`src/rtl/onehot_sel_pkg.sv`:
```
// ---------------------------------------------------------------------------
// onehot_sel_pkg
// Shared types and helpers for the round-robin one-hot select arbiter.
//   sel_state_e     : arbiter FSM state (IDLE, GRANT)
//   onehot_to_idx() : binary index of the set bit of a one-hot vector of up
//                     to MAX_PORTS bits; used by the arbiter's checkers.
// ---------------------------------------------------------------------------
package onehot_sel_pkg;

   localparam int MAX_PORTS = 16;
   localparam int MAX_IDX_W = 4;

   typedef enum logic {
      IDLE  = 1'b0,
      GRANT = 1'b1
   } sel_state_e;

   // OR-ing the indices of all set bits gives the exact index for a one-hot
   // input and 0 for an all-zero input; no priority chain is needed.
   function automatic logic [MAX_IDX_W-1:0] onehot_to_idx(input logic [MAX_PORTS-1:0] oh);
      logic [MAX_IDX_W-1:0] idx;
      idx = '0;
      for (int i = 0; i < MAX_PORTS; i++) begin
         if (oh[i]) begin
            idx = idx | MAX_IDX_W'(i);
         end
      end
      return idx;
   endfunction

endpackage

```
`src/rtl/onehot_sel_arbiter_if.sv`:
```
// ---------------------------------------------------------------------------
// onehot_sel_arbiter_if
// Request / select bus between the requesters, the arbiter and the one-hot
// multiplexer that consumes the select.
//   req_i     : level request per port
//   done_i    : consumer pulse, current grant finished
//   sel_o     : registered one-hot select (all-zero when no grant is held)
//   sel_idx_o : binary index of the set bit of sel_o (0 when none)
//   sel_vld_o : high exactly when sel_o is non-zero
// Modports:
//   master : arbiter side (drives the select outputs)
//   slave  : requester/consumer side (drives req_i and done_i)
// ---------------------------------------------------------------------------
interface onehot_sel_arbiter_if #(
   parameter int NUM_PORTS = 4
);
   localparam int IDX_W = $clog2(NUM_PORTS);

   logic [NUM_PORTS-1:0] req_i;
   logic                 done_i;
   logic [NUM_PORTS-1:0] sel_o;
   logic [IDX_W-1:0]     sel_idx_o;
   logic                 sel_vld_o;

   modport master (
      input  req_i,
      input  done_i,
      output sel_o,
      output sel_idx_o,
      output sel_vld_o
   );

   modport slave (
      output req_i,
      output done_i,
      input  sel_o,
      input  sel_idx_o,
      input  sel_vld_o
   );

endinterface

```
`src/rtl/onehot_sel_arbiter_rr_pick.sv`:
```
// ---------------------------------------------------------------------------
// rr_pick
// Combinational round-robin pick: the first set bit of req scanning upward
// from last_ptr+1, wrapping from NUM_PORTS-1 to 0. If only the port at
// last_ptr requests, it wins after a full wrap.
//   req      : request vector
//   last_ptr : index of the most recently released grant
//   winner   : index of the chosen port (don't-care when any_vld is 0)
//   any_vld  : at least one request present
// ---------------------------------------------------------------------------
module rr_pick #(
   parameter int NUM_PORTS = 4,
   parameter int IDX_W     = $clog2(NUM_PORTS)
) (
   input  logic [NUM_PORTS-1:0] req,
   input  logic [IDX_W-1:0]     last_ptr,
   output logic [IDX_W-1:0]     winner,
   output logic                 any_vld
);

   // One extra bit holds last_ptr+1 (up to NUM_PORTS) and the rotated sum
   // (up to 2*NUM_PORTS-1).
   localparam int              SUM_W   = IDX_W + 1;
   localparam logic [SUM_W-1:0] PORTS_W = SUM_W'(NUM_PORTS);

   logic [2*NUM_PORTS-1:0] req_dbl;
   logic [SUM_W-1:0]       start;
   logic [NUM_PORTS-1:0]   rot;
   logic [IDX_W-1:0]       offset;
   logic [SUM_W-1:0]       sum_raw;

   assign req_dbl = {req, req};
   assign start   = {1'b0, last_ptr} + SUM_W'(1);

   // Rotate so that rot[0] is the highest-priority port. Reading from the
   // doubled vector removes any explicit modulo on the index.
   genvar gi;
   generate
      for (gi = 0; gi < NUM_PORTS; gi++) begin : g_rot
         assign rot[gi] = req_dbl[start + SUM_W'(gi)];
      end
   endgenerate

   // Lowest set bit of the rotated vector; the downward loop lets the
   // lowest index overwrite any higher one.
   always_comb begin
      offset = '0;
      for (int k = NUM_PORTS - 1; k >= 0; k--) begin
         if (rot[k]) begin
            offset = IDX_W'(k);
         end
      end
   end

   // Undo the rotation: winner = (last_ptr + 1 + offset) mod NUM_PORTS.
   assign sum_raw = start + {1'b0, offset};

   always_comb begin
      if (sum_raw >= PORTS_W) begin
         winner = IDX_W'(sum_raw - PORTS_W);
      end else begin
         winner = IDX_W'(sum_raw);
      end
   end

   assign any_vld = |req;

endmodule

```
`src/rtl/onehot_sel_arbiter.sv`:
```
// ---------------------------------------------------------------------------
// onehot_sel_arbiter
// Round-robin arbiter producing a registered, strictly one-hot select for a
// one-hot multiplexer. A grant is held until the consumer pulses done_i or
// the owner drops its request; priority then rotates past the released port.
// One idle cycle with an all-zero select always separates two grants, so a
// make-before-break select cannot occur.
// Parameters:
//   NUM_PORTS : number of requesters / select width, legal range 2..16
// Ports:
//   clk   : clock, all state changes on the rising edge
//   reset : synchronous active-high reset
//   bus   : onehot_sel_arbiter_if.master (req_i, done_i in; sel_o,
//           sel_idx_o, sel_vld_o out, all driven straight from flops)
// ---------------------------------------------------------------------------
module onehot_sel_arbiter
   import onehot_sel_pkg::*;
#(
   parameter int NUM_PORTS = 4
) (
   input  logic                  clk,
   input  logic                  reset,
   onehot_sel_arbiter_if.master  bus
);

   localparam int               IDX_W     = $clog2(NUM_PORTS);
   localparam logic [IDX_W-1:0] LAST_PORT = IDX_W'(NUM_PORTS - 1);

   sel_state_e           state_reg,    state_next;
   logic [NUM_PORTS-1:0] sel_reg,      sel_next;
   logic [IDX_W-1:0]     idx_reg,      idx_next;
   logic                 vld_reg,      vld_next;
   logic [IDX_W-1:0]     last_ptr_reg, last_ptr_next;

   logic [IDX_W-1:0]     pick_idx;
   logic                 pick_vld;
   logic                 release_grant;

   rr_pick #(
      .NUM_PORTS (NUM_PORTS),
      .IDX_W     (IDX_W)
   ) u_pick (
      .req      (bus.req_i),
      .last_ptr (last_ptr_reg),
      .winner   (pick_idx),
      .any_vld  (pick_vld)
   );

   // Completion pulse or owner withdrawal; both together is one release.
   assign release_grant = bus.done_i | ~bus.req_i[idx_reg];

   // Reset leaves last_ptr on the top port so port 0 is scanned first.
   always_ff @(posedge clk) begin
      if (reset) begin
         state_reg    <= IDLE;
         sel_reg      <= '0;
         idx_reg      <= '0;
         vld_reg      <= 1'b0;
         last_ptr_reg <= LAST_PORT;
      end else begin
         state_reg    <= state_next;
         sel_reg      <= sel_next;
         idx_reg      <= idx_next;
         vld_reg      <= vld_next;
         last_ptr_reg <= last_ptr_next;
      end
   end

   always_comb begin
      state_next    = state_reg;
      sel_next      = sel_reg;
      idx_next      = idx_reg;
      vld_next      = vld_reg;
      last_ptr_next = last_ptr_reg;

      case (state_reg)
         IDLE: begin
            // done_i is meaningless here and deliberately not looked at.
            if (pick_vld) begin
               state_next = GRANT;
               sel_next   = NUM_PORTS'(1) << pick_idx;
               idx_next   = pick_idx;
               vld_next   = 1'b1;
            end
         end
         GRANT: begin
            // Requests from other ports are ignored while a grant is held.
            if (release_grant) begin
               state_next    = IDLE;
               sel_next      = '0;
               idx_next      = '0;
               vld_next      = 1'b0;
               last_ptr_next = idx_reg;
            end
         end
         default: begin
            state_next = IDLE;
            sel_next   = '0;
            idx_next   = '0;
            vld_next   = 1'b0;
         end
      endcase
   end

   assign bus.sel_o     = sel_reg;
   assign bus.sel_idx_o = idx_reg;
   assign bus.sel_vld_o = vld_reg;

   // Output invariants of the select bus.
   a_sel_onehot0: assert property (@(posedge clk) disable iff (reset)
      $onehot0(sel_reg));

   a_vld_matches: assert property (@(posedge clk) disable iff (reset)
      vld_reg == (|sel_reg));

   a_idx_matches: assert property (@(posedge clk) disable iff (reset)
      sel_reg == (NUM_PORTS'(vld_reg) << idx_reg));

   a_idx_decode: assert property (@(posedge clk) disable iff (reset)
      vld_reg |-> (onehot_to_idx(MAX_PORTS'(sel_reg)) == MAX_IDX_W'(idx_reg)));

endmodule

```
`src/flat_wrapper.sv`:
```
// flat-port wrapper written by rule: the top's interface ports become plain ports
module onehot_sel_arbiter_flat import onehot_sel_pkg::*;
#(
   parameter int NUM_PORTS = 4
)
  (clk, reset, bus_req_i, bus_done_i, bus_sel_o, bus_sel_idx_o, bus_sel_vld_o);
  onehot_sel_arbiter_if #(.NUM_PORTS(NUM_PORTS)) bus_i ();
  input  logic clk;
  input  logic reset;
  input wire logic [$bits(bus_i.req_i)-1:0] bus_req_i;
  input wire logic [$bits(bus_i.done_i)-1:0] bus_done_i;
  output wire logic [$bits(bus_i.sel_o)-1:0] bus_sel_o;
  output wire logic [$bits(bus_i.sel_idx_o)-1:0] bus_sel_idx_o;
  output wire logic [$bits(bus_i.sel_vld_o)-1:0] bus_sel_vld_o;
  assign bus_i.req_i = bus_req_i;
  assign bus_i.done_i = bus_done_i;
  assign bus_sel_o = bus_i.sel_o;
  assign bus_sel_idx_o = bus_i.sel_idx_o;
  assign bus_sel_vld_o = bus_i.sel_vld_o;
  onehot_sel_arbiter #(.NUM_PORTS(NUM_PORTS)) u_core (.clk(clk), .reset(reset), .bus(bus_i));
endmodule
```
`config.mk`:
```
export PLATFORM = sky130hd
export DESIGN_NAME = onehot_sel_arbiter_flat
export DESIGN_NICKNAME = d
export VERILOG_FILES = /design/src/rtl/onehot_sel_pkg.sv /design/src/rtl/onehot_sel_arbiter_if.sv /design/src/rtl/onehot_sel_arbiter_rr_pick.sv /design/src/rtl/onehot_sel_arbiter.sv /design/src/flat_wrapper.sv
export SDC_FILE = /design/constraint.sdc
export NUM_CORES = 1
export LEC_CHECK = 0
export CAP_MARGIN = 30
export CORE_AREA = 8 8 47 49
export CTS_CLUSTER_DIAMETER = 40
export CTS_CLUSTER_SIZE = 14
export DETAILED_ROUTE_END_ITERATION = 16
export DIE_AREA = 0 0 55 57
export PLACE_DENSITY_LB_ADDON = 0.05
export SLEW_MARGIN = 10
export SYNTH_ARGS = -nofsm -noshare
export SYNTH_HDL_FRONTEND = slang
export SYNTH_SLANG_ARGS = --single-unit
export TNS_END_PERCENT = 50
```
`constraint.sdc`:
```
create_clock -name clk -period 2.7 [get_ports clk]
set_input_delay 0.54 -clock clk [delete_from_list [all_inputs] [get_ports clk]]
set_output_delay 0.54 -clock clk [all_outputs]
set_load 0.02 [all_outputs]
```
==> results of run 1 <==
[stage by stage]
| step | power [mW] | utilization |
|---|---|---|
| final | 0.5104 | 0.4897 |
| after floorplan | 0.3409 | - |
| after detailed placement | 0.4220 | 0.4754 |
| after global placement | 0.4216 | 0.4754 |
| after CTS | 0.5195 | 0.4897 |
| after global routing | 0.5542 | 0.4897 |
[logic make-up after synthesis]
kind of cell,after synthesis,synth area share
AOI/OAI and AO/OA,22,0.2953
and+or+nand+nor,22,0.2005
DFF,10,0.3448
buffers and inverters,5,0.03447
xor gates and xnor gates,2,0.04311
adders and majority gates,2,0.04310
muxes,1,0.03879
[layout make-up]
| class | count | area (sq um) |
|---|---|---|
| Clock buffer | 3 | 22.52 |
| Tap cell | 17 | 21.27 |
| Fill cell | 170 | 804.5 |
| Multi-Input combinational cell | 49 | 360.3 |
| Timing Repair Buffer | 16 | 152.6 |
| Sequential cell | 10 | 200.2 |
| Inverter | 4 | 15.01 |
[worst min-delay path, cell delays in order, from the launching register on]
cell     delay [ns]
dfxtp_1        0.31
nand2_1        0.05
o21ai_1        0.05
[routing by layer]
metal | vias up | part of all wire
met2 | 12 | 0.42
met3 | 2 | 0.095
met5 | - | 0
met4 | 0 | 0.0069
li1 | 272 | -
met1 | 237 | 0.47
[synth_stat cells, drive strengths merged]
cell | count | area share
dfxtp | 10 | 0.34
o22a | 1 | 0.015
a211o | 2 | 0.030
o211a | 1 | 0.017
a2bb2oi | 1 | 0.015
a21oi | 3 | 0.045
inv | 4 | 0.026
o22ai | 1 | 0.022
a31oi | 1 | 0.011
nor3b | 1 | 0.013
nor2b | 3 | 0.037
a22o | 1 | 0.015
nand2 | 7 | 0.045
o21a | 1 | 0.013
xnor2 | 2 | 0.043
o211ai | 1 | 0.013
nor2 | 6 | 0.043
clkbuf | 1 | 0.0086
ha | 2 | 0.043
o21ai | 6 | 0.052
a32o | 2 | 0.034
or2 | 1 | 0.011
nor3 | 4 | 0.052
a211oi | 1 | 0.013
mux4 | 1 | 0.039
[report_power, final]
| group | switching (mW) | total (mW) | internal (mW) |
|---|---|---|---|
| Clock | 0.0432 | 0.0942 | 0.0511 |
| Sequential | 0.0206 | 0.194 | 0.174 |
| Combinational | 0.112 | 0.222 | 0.110 |
[final timing paths]
check,startpoint,end,slack (ns),cells past startpoint
worst max-delay path,bus_req_i[3],u_core.bus.sel_o[2],0.43,9
worst min-delay path,u_core.bus.sel_o[1],u_core.bus.sel_o[1],0.45,2
worst max register to register,u_core.last_ptr_reg[0],u_core.bus.sel_o[2],0.46,9
worst min register to register,u_core.bus.sel_o[1],u_core.bus.sel_o[1],0.45,2
==> out/qor.txt, run 1 <==
WL final: 1.300 mm
Rows: 15
Die extent in y: 57 um
GRT Residual Overflow: 0
CP peak stage delay: 0.57 ns
Setup TNS: 0 ns
Data arrival time of the critical path: 2.41 ns
Crit end category: register
Critical-path maximum fanout: 5
Worst-Margin Slew: 0.3322 ns
Ordered cell list for the critical path: clkdlybuf4s50_1 > nand2_1 > a2bb2oi_1 > o21ai_0 > o22a_1 > ha_1 > xnor2_1 > xnor2_2 > a32o_1
Core box area: 1577 sq um
RSZ-0062 raised after global routing: no
Area growth, synth to finish: 32.97%
Leakage: 0.3035 nW
Setup Buffers After CTS: 0
YS warnings: 0
CP top delay family: compound AO/OA/AOI/OAI gates
CTS sink cnt: 10
Worst vdd ir: 0.4569 mV
IO Port Bufs: 13
Synthesized area: 580.6 sq um
Post-layout nets: 93
Hold Buf Count CTS: 0
Total GRT Usage: 0.09417
Max_slew headroom: 0.7779
Vias in the first global route: 519
Post-synthesis cell count: 64
GR peak layer: met2
Post-place setup slack: 0.1658 ns
Ports: 14
Max Cap Viol: 0
Final cell count without fillers: 99
Global routing met3 resource utilization: 0.04156
Gpl congestion: 0.8307
Hold WS: 0.4464 ns
DR WL/cell: 13.13 um
HPWL Detailed: 1.037 mm
Seq/Total Area, Yosys: 0.3448
Met1 Use GR: 0.1128
Commonest non-fill, non-tap cell in the layout: clkdlybuf4s50_1
Post-DP Area: 749.5 sq um
First-pass GRT wire length: 2.235 mm
Worst clock skew: 0.002102 ns
Clk slew on worst S/H paths: 0.06 ns
Final Cycle Share: 0.8392
Post-synthesis cell type count: 31
Initial antenna violation count: 0
CP Class: input pin to register
Die area: 3135 sq um
CP Data Required Time: 2.84 ns
CTS Buf Count: 3
Layout cells sized above 1: 0.1707
DR vias: 523
Vias per inst: 5.283
Final min period: 2.266 ns
Count of final hold-check violations: 0
Grt met2 use: 0.1394
CTS tree: yes
Synth Register Bits: 10
Die width: 55 um
Non-Filler Cell Area, Final: 772.0 sq um
Routed Antenna Nets: 0
Post-CTS sizing: 0
Peak Freq: 441.4 MHz
H-tree levels: 1
CTS root buf: clkbuf_4
Status: completed
Largest net degree at the start of global routing: 10
CTS max path bufs: 2
Mapped Nets: 73
Power Density: 661.1 nW/um^2
Type of the tightest min-delay check: register to register
Setup ws final: 0.4343 ns
Detailed Routing Iterations Pass 1: 4
CP Buf/Inv Count: 1
Max reg flops: 4
Most frequent cells in the layout: clkdlybuf4s50_1, dfxtp_1, nand2_1
1st-iter DRT viols: 5
Max-slew violations: 0
Syn Area/Cell: 9.071 sq um
Worst-path cell with the longest stage delay: clkdlybuf4s50_1
Initial Utilization: 0.3683
Number of setup violations in the final report: 0
DRC violations left: 0
Antenna Cells: 0
Inst Count DP: 96
CP startpoint kind: input pin
Clock Latency Late Sink: 0.25 ns
(Power assumes the default switching activity.)
==> run 2: changes to the inputs <==
Clock period 2.7 ns to 2.3 ns, I/O delays scaled along.
==> run 2 against run 1 <==
Sequential power increased by 16%. Critical path depth stayed put. Worst hold slack gained 0.0060 ns. Largest cell class unchanged. Core utilization up 3.0 points. Die area unchanged. Via count grew 5.4%. Critical path type is now register to register. Cell count increased by 5.1%. Global-route usage is 0.36 points higher.
==> out/qor.txt, run 2 (synthesis gave the netlist of run 1 again) <==
Vias per inst: 5.298 (+0.29%)
Layout cells sized above 1: 0.2299 (+0.05915)
CTS sink cnt: 10 (unchanged)
Ports: 14 (unchanged)
Register Area: 200.2 sq um (unchanged)
Status: completed
Data arrival time of the critical path: 2.30 ns (-0.11 ns)
Post-DP Area: 787.0 sq um (+5.0%)
Most frequent cells in the layout: clkdlybuf4s50_1, dfxtp_1, buf_4
Rows: 15 (unchanged)
Non-Filler Cell Area, Final: 819.5 sq um (+6.2%)
Leakage: 0.3405 nW (+12%)
Post-layout nets: 98 (+5.4%)
Final cell count without fillers: 104 (+5.1%)
Max_slew headroom: 0.7684 (-0.009407)
Critical-path maximum fanout: 6 (+1)
Die extent in y: 57 um (unchanged)
Post-place setup slack: -0.1959 ns (-0.3617 ns)
Routed Antenna Nets: 0 (unchanged)
Initial Utilization: 0.3683 (unchanged)
Final min period: 2.145 ns
DRC violations left: 0 (unchanged)
H-tree levels: 1 (unchanged)
GRT Residual Overflow: 0 (unchanged)
Commonest non-fill, non-tap cell in the layout: clkdlybuf4s50_1
CTS tree: yes
Clk slew on worst S/H paths: 0.06 ns (about the same)
Inst Count DP: 101 (+5.2%)
CP Data Required Time: 2.46 ns (-0.38 ns)
1st-iter DRT viols: 11 (+6)
RSZ-0062 raised after global routing: no
Multi-input logic area: 367.9 sq um (+2.1%)
Detailed Routing Iterations Pass 1: 4 (unchanged)
CTS max path bufs: 2 (unchanged)
CTS root buf: clkbuf_4
Worst vdd ir: 0.3743 mV (-18%)
Type of the tightest min-delay check: register to register
Die width: 55 um (unchanged)
Final Cycle Share: 0.9325
Worst clock skew: 0.004691 ns (+0.002589 ns)
Gpl congestion: 0.8170 (-1.6%)
Setup Buffers After CTS: 0 (unchanged)
DR WL/cell: 12.85 um (-2.2%)
CP startpoint kind: register
Number of setup violations in the final report: 0 (unchanged)
Filler cell count: 157 (-7.6%)
Final Util: 0.5198 (+0.03016)
Hold Buf Count CTS: 0 (unchanged)
Antenna Cells: 0 (unchanged)
Max reg flops: 4 (unchanged)
CP Class: register to register
DR vias: 551 (+5.4%)
Setup ws final: 0.1553 ns (-0.2790 ns)
Area growth, synth to finish: 41.16%
Vias in the first global route: 563 (+8.5%)
First-pass GRT wire length: 2.352 mm (+5.2%)
HPWL Detailed: 1.009 mm (-2.7%)
Core box area: 1577 sq um (unchanged)
Initial antenna violation count: 0 (unchanged)
Crit end category: register
Count of final hold-check violations: 0 (unchanged)
Clock Latency Late Sink: 0.26 ns (about the same)
Max Cap Viol: 0 (unchanged)
Die area: 3135 sq um (unchanged)
Largest net degree at the start of global routing: 10 (unchanged)
IO Port Bufs: 13 (unchanged)
Worst-Margin Slew: 0.3470 ns (+0.01478 ns)
Peak Freq: 466.3 MHz
WL final: 1.336 mm (+2.8%)
Max-slew violations: 0 (unchanged)
Total GRT Usage: 0.09776 (+0.003585)
Power Density: 763.4 nW/um^2 (+15%)
CTS Buf Count: 3 (unchanged)
## run 2: layout make-up
cell class | instances | area share
multi-input combinational | 49 | 0.4489
sequential | 10 | 0.2443
timing repair buffer | 21 | 0.2351
clock buffer | 3 | 0.02748
tap | 17 | 0.02595
inverter | 4 | 0.01832
## run 2: through the flow
step | setup TNS [ns] | hold slack, ns | power, mW
after floorplan | 0 | 0.5214 | 0.4001
after global placement | -0.7129 | 0.4347 | 0.5104
after detailed placement | -0.8092 | 0.4419 | 0.5092
after CTS | 0 | 0.4531 | 0.6264
after global routing | 0 | 0.4583 | 0.6689
final | 0 | 0.4523 | 0.6256
## run 2: layer usage
layer	global-route usage	wire [um]	up-vias
met5	0	0	-
met4	0.05155	14	0
met3	0.03377	109	4
met2	0.1361	549	16
met1	0.1267	662	249
li1	-	-	282
## run 2: critical path: stages, from the launching register on
cell       delay [ns]
dfxtp_1          0.31
ha_1             0.41
nand2_1          0.08
a2bb2oi_1        0.14
o21ai_0          0.09
o22a_1           0.20
ha_1             0.21
xnor2_2          0.15
xnor2_2          0.19
a32o_1           0.26
## run 2: worst paths after layout
path	from	to	slack [ns]	depth (start not counted)
hold / removal	u_core.bus.sel_o[0]	u_core.bus.sel_o[0]	0.45	2
setup reg to reg	u_core.last_ptr_reg[0]	u_core.bus.sel_o[3]	0.16	9
setup / recovery	u_core.last_ptr_reg[0]	u_core.bus.sel_o[3]	0.16	9
hold reg to reg	u_core.bus.sel_o[0]	u_core.bus.sel_o[0]	0.45	2
## run 2: report_power, final
group | total [mW] | switching, mW | internal [mW]
logic | 0.285 | 0.141 | 0.144
registers | 0.226 | 0.0218 | 0.204
clock network | 0.115 | 0.0550 | 0.0602
## run 2: timing repair
action / 4_1_cts / 5_1_grt
endpoints found under the hold margin: 0 / 0
gates resized for setup: 0 / 2
endpoints found under the setup margin: 0 / 2
==> run 3: changes to the inputs <==
Settings changed: CORE_AREA 8 8 47 49 to 2 2 41 43, DIE_AREA 0 0 55 57 to 0 0 43 45.
==> run 3 against run 2 <==
Maximum frequency increased by 0.79%. Register-to-register slack improved by 0.04 ns. Worst hold slack got worse by 0.0064 ns. Clock skew increased by 0.0031 ns. Clock power increased by 37%. Via count unchanged. Sequential share of layout area decreased by 0.15 points. Combinational power about the same. Sequential power about the same. Total power increased by 6.2%. Critical endpoint is now u_core.bus.sel_o[2]. Final area increased by 0.61%. Count of clock-buffer cells in the layout increased by 1.
==> out/qor.txt, run 3 (synthesis gave the netlist of run 1 again) <==
HPWL Detailed: 964.8 um (-4.4%)
H-tree levels: 1 (unchanged)
Post-CTS sizing: 0 (unchanged)
Inst Count DP: 99 (-2.0%)
WL final: 1.225 mm (-8.3%)
Crit end category: register
DR WL/cell: 11.89 um (-7.4%)
Worst-Margin Slew: 0.3340 ns (-0.01297 ns)
CTS root buf: clkbuf_4
CTS sink cnt: 10 (unchanged)
DRC violations left: 0 (unchanged)
Final Util: 0.5604 (+0.04053)
Leakage: 0.3326 nW (-2.3%)
Peak Freq: 469.9 MHz (+0.79%)
1st-iter DRT viols: 14 (+3)
CP startpoint kind: input pin
Worst vdd ir: 0.4266 mV (+14%)
Rows: 14 (-1)
Initial Utilization: 0.3946 (+0.02630)
Clock Latency Late Sink: 0.27 ns (about the same)
CTS max path bufs: 2 (unchanged)
Post-layout nets: 97 (-1.0%)
Critical-path maximum fanout: 5 (-1)
Setup ws final: 0.1721 ns (+0.01682 ns)
Largest net degree at the start of global routing: 10 (unchanged)
Core box area: 1471 sq um (-6.7%)
Routed Antenna Nets: 0 (unchanged)
Most frequent cells in the layout: clkdlybuf4s50_1, dfxtp_1, nand2_1, buf_4, nor2_1
Status: completed
Final min period: 2.128 ns (-0.01682 ns)
Count of final hold-check violations: 0 (unchanged)
Data arrival time of the critical path: 2.29 ns (about the same)
Die width: 43 um (-22%)
Hold Buf Count CTS: 0 (unchanged)
Setup Buffers After CTS: 0 (unchanged)
Multi-input logic area: 370.4 sq um (+0.68%)
Antenna Cells: 0 (unchanged)
RSZ-0062 raised after global routing: no
CP Class: input pin to register
Max reg flops: 4 (unchanged)
DR vias: 551 (unchanged)
Die area: 1935 sq um (-38%)
Non-Filler Cell Area, Final: 824.5 sq um (+0.61%)
Type of the tightest min-delay check: register to register
CTS Buf Count: 3 (unchanged)
Final cell count without fillers: 103 (-0.96%)
First-pass GRT wire length: 2.139 mm (-9.1%)
Ports: 14 (unchanged)
Detailed Routing Iterations Pass 1: 7 (+3)
Register Area: 200.2 sq um (unchanged)
Filler cell count: 142 (-9.6%)
CTS tree: yes
Vias in the first global route: 510 (-9.4%)
Gpl congestion: 0.7975 (-2.4%)
Total GRT Usage: 0.1485 (+0.05077)
IO Port Bufs: 13 (unchanged)
Post-place setup slack: -0.1581 ns (+0.03782 ns)
Commonest non-fill, non-tap cell in the layout: clkdlybuf4s50_1
Final Cycle Share: 0.9252 (-0.007313)
Max-slew violations: 0 (unchanged)
Power Density: 805.5 nW/um^2 (+5.5%)
GRT Residual Overflow: 0 (unchanged)
Vias per inst: 5.350 (+0.97%)
Layout cells sized above 1: 0.2414 (+0.01149)
Area growth, synth to finish: 42.03%
Max_slew headroom: 0.7761 (+0.007680)
CP Data Required Time: 2.46 ns (about the same)
Die extent in y: 45 um (-21%)
Post-DP Area: 778.2 sq um (-1.1%)
Max Cap Viol: 0 (unchanged)
Initial antenna violation count: 0 (unchanged)
Worst clock skew: 0.007818 ns (+0.003127 ns)
Clk slew on worst S/H paths: 0.07 ns (about the same)
Number of setup violations in the final report: 0 (unchanged)
run 3: cell count changes in the layout (fill, tap and decap cells not counted), sizes merged:
cell	delta
clkdlybuf4s50	+1
buf	-1
clkbuf	+1
dlymetal6s2s	-1
run 3: layer usage:
layer	up-vias	wire, um	global-route usage
met5	-	0	0
met4	0	10	0.05455
met1	253	643	0.2000
met2	16	489	0.2152
li1	280	-	-
met3	2	81	0.06000
run 3: cell type report:
cell class / count / area share
Clock buffer: 4 / 0.04401
Inverter: 4 / 0.01821
Multi-Input combinational cell: 49 / 0.4492
Sequential cell: 10 / 0.2428
Tap cell: 16 / 0.02428
Timing Repair Buffer: 20 / 0.2215
run 3: through the flow:
stage	power, mW	setup TNS (ns)	hold WS (ns)
after floorplan	0.4001	0	0.5214
after global routing	0.7041	0	0.4797
after detailed placement	0.5062	-0.5895	0.4408
after global placement	0.5051	-0.3974	0.4360
final	0.6641	0	0.4459
after CTS	0.6632	0	0.4496
run 3: report_power, final:
group	switching [mW]	internal (mW)	total (mW)	leakage [nW]
registers	0.0206	0.204	0.224	0.0825
logic	0.139	0.144	0.283	0.229
clock network	0.0608	0.0961	0.157	0.0210
total	0.220	0.444	0.664	0.333
run 3: worst max-delay path, stage by stage:
cell and delay [ns]:
clkdlybuf4s50_1 0.55, nand2_1 0.07, a2bb2oi_1 0.14, o21ai_0 0.09
o22a_1 0.20, ha_1 0.20, xnor2_2 0.15, xnor2_2 0.18
a32o_1 0.26
run 3: path summary, 6_finish.rpt:
kind,start,endpoint,slack (ns),cells past startpoint
worst max-delay path,bus_req_i[3],u_core.bus.sel_o[2],0.17,9
worst min-delay path,u_core.bus.sel_o[0],u_core.bus.sel_o[0],0.45,2
worst max register to register,u_core.last_ptr_reg[1],u_core.bus.sel_o[2],0.20,9
worst min register to register,u_core.bus.sel_o[0],u_core.bus.sel_o[0],0.45,2
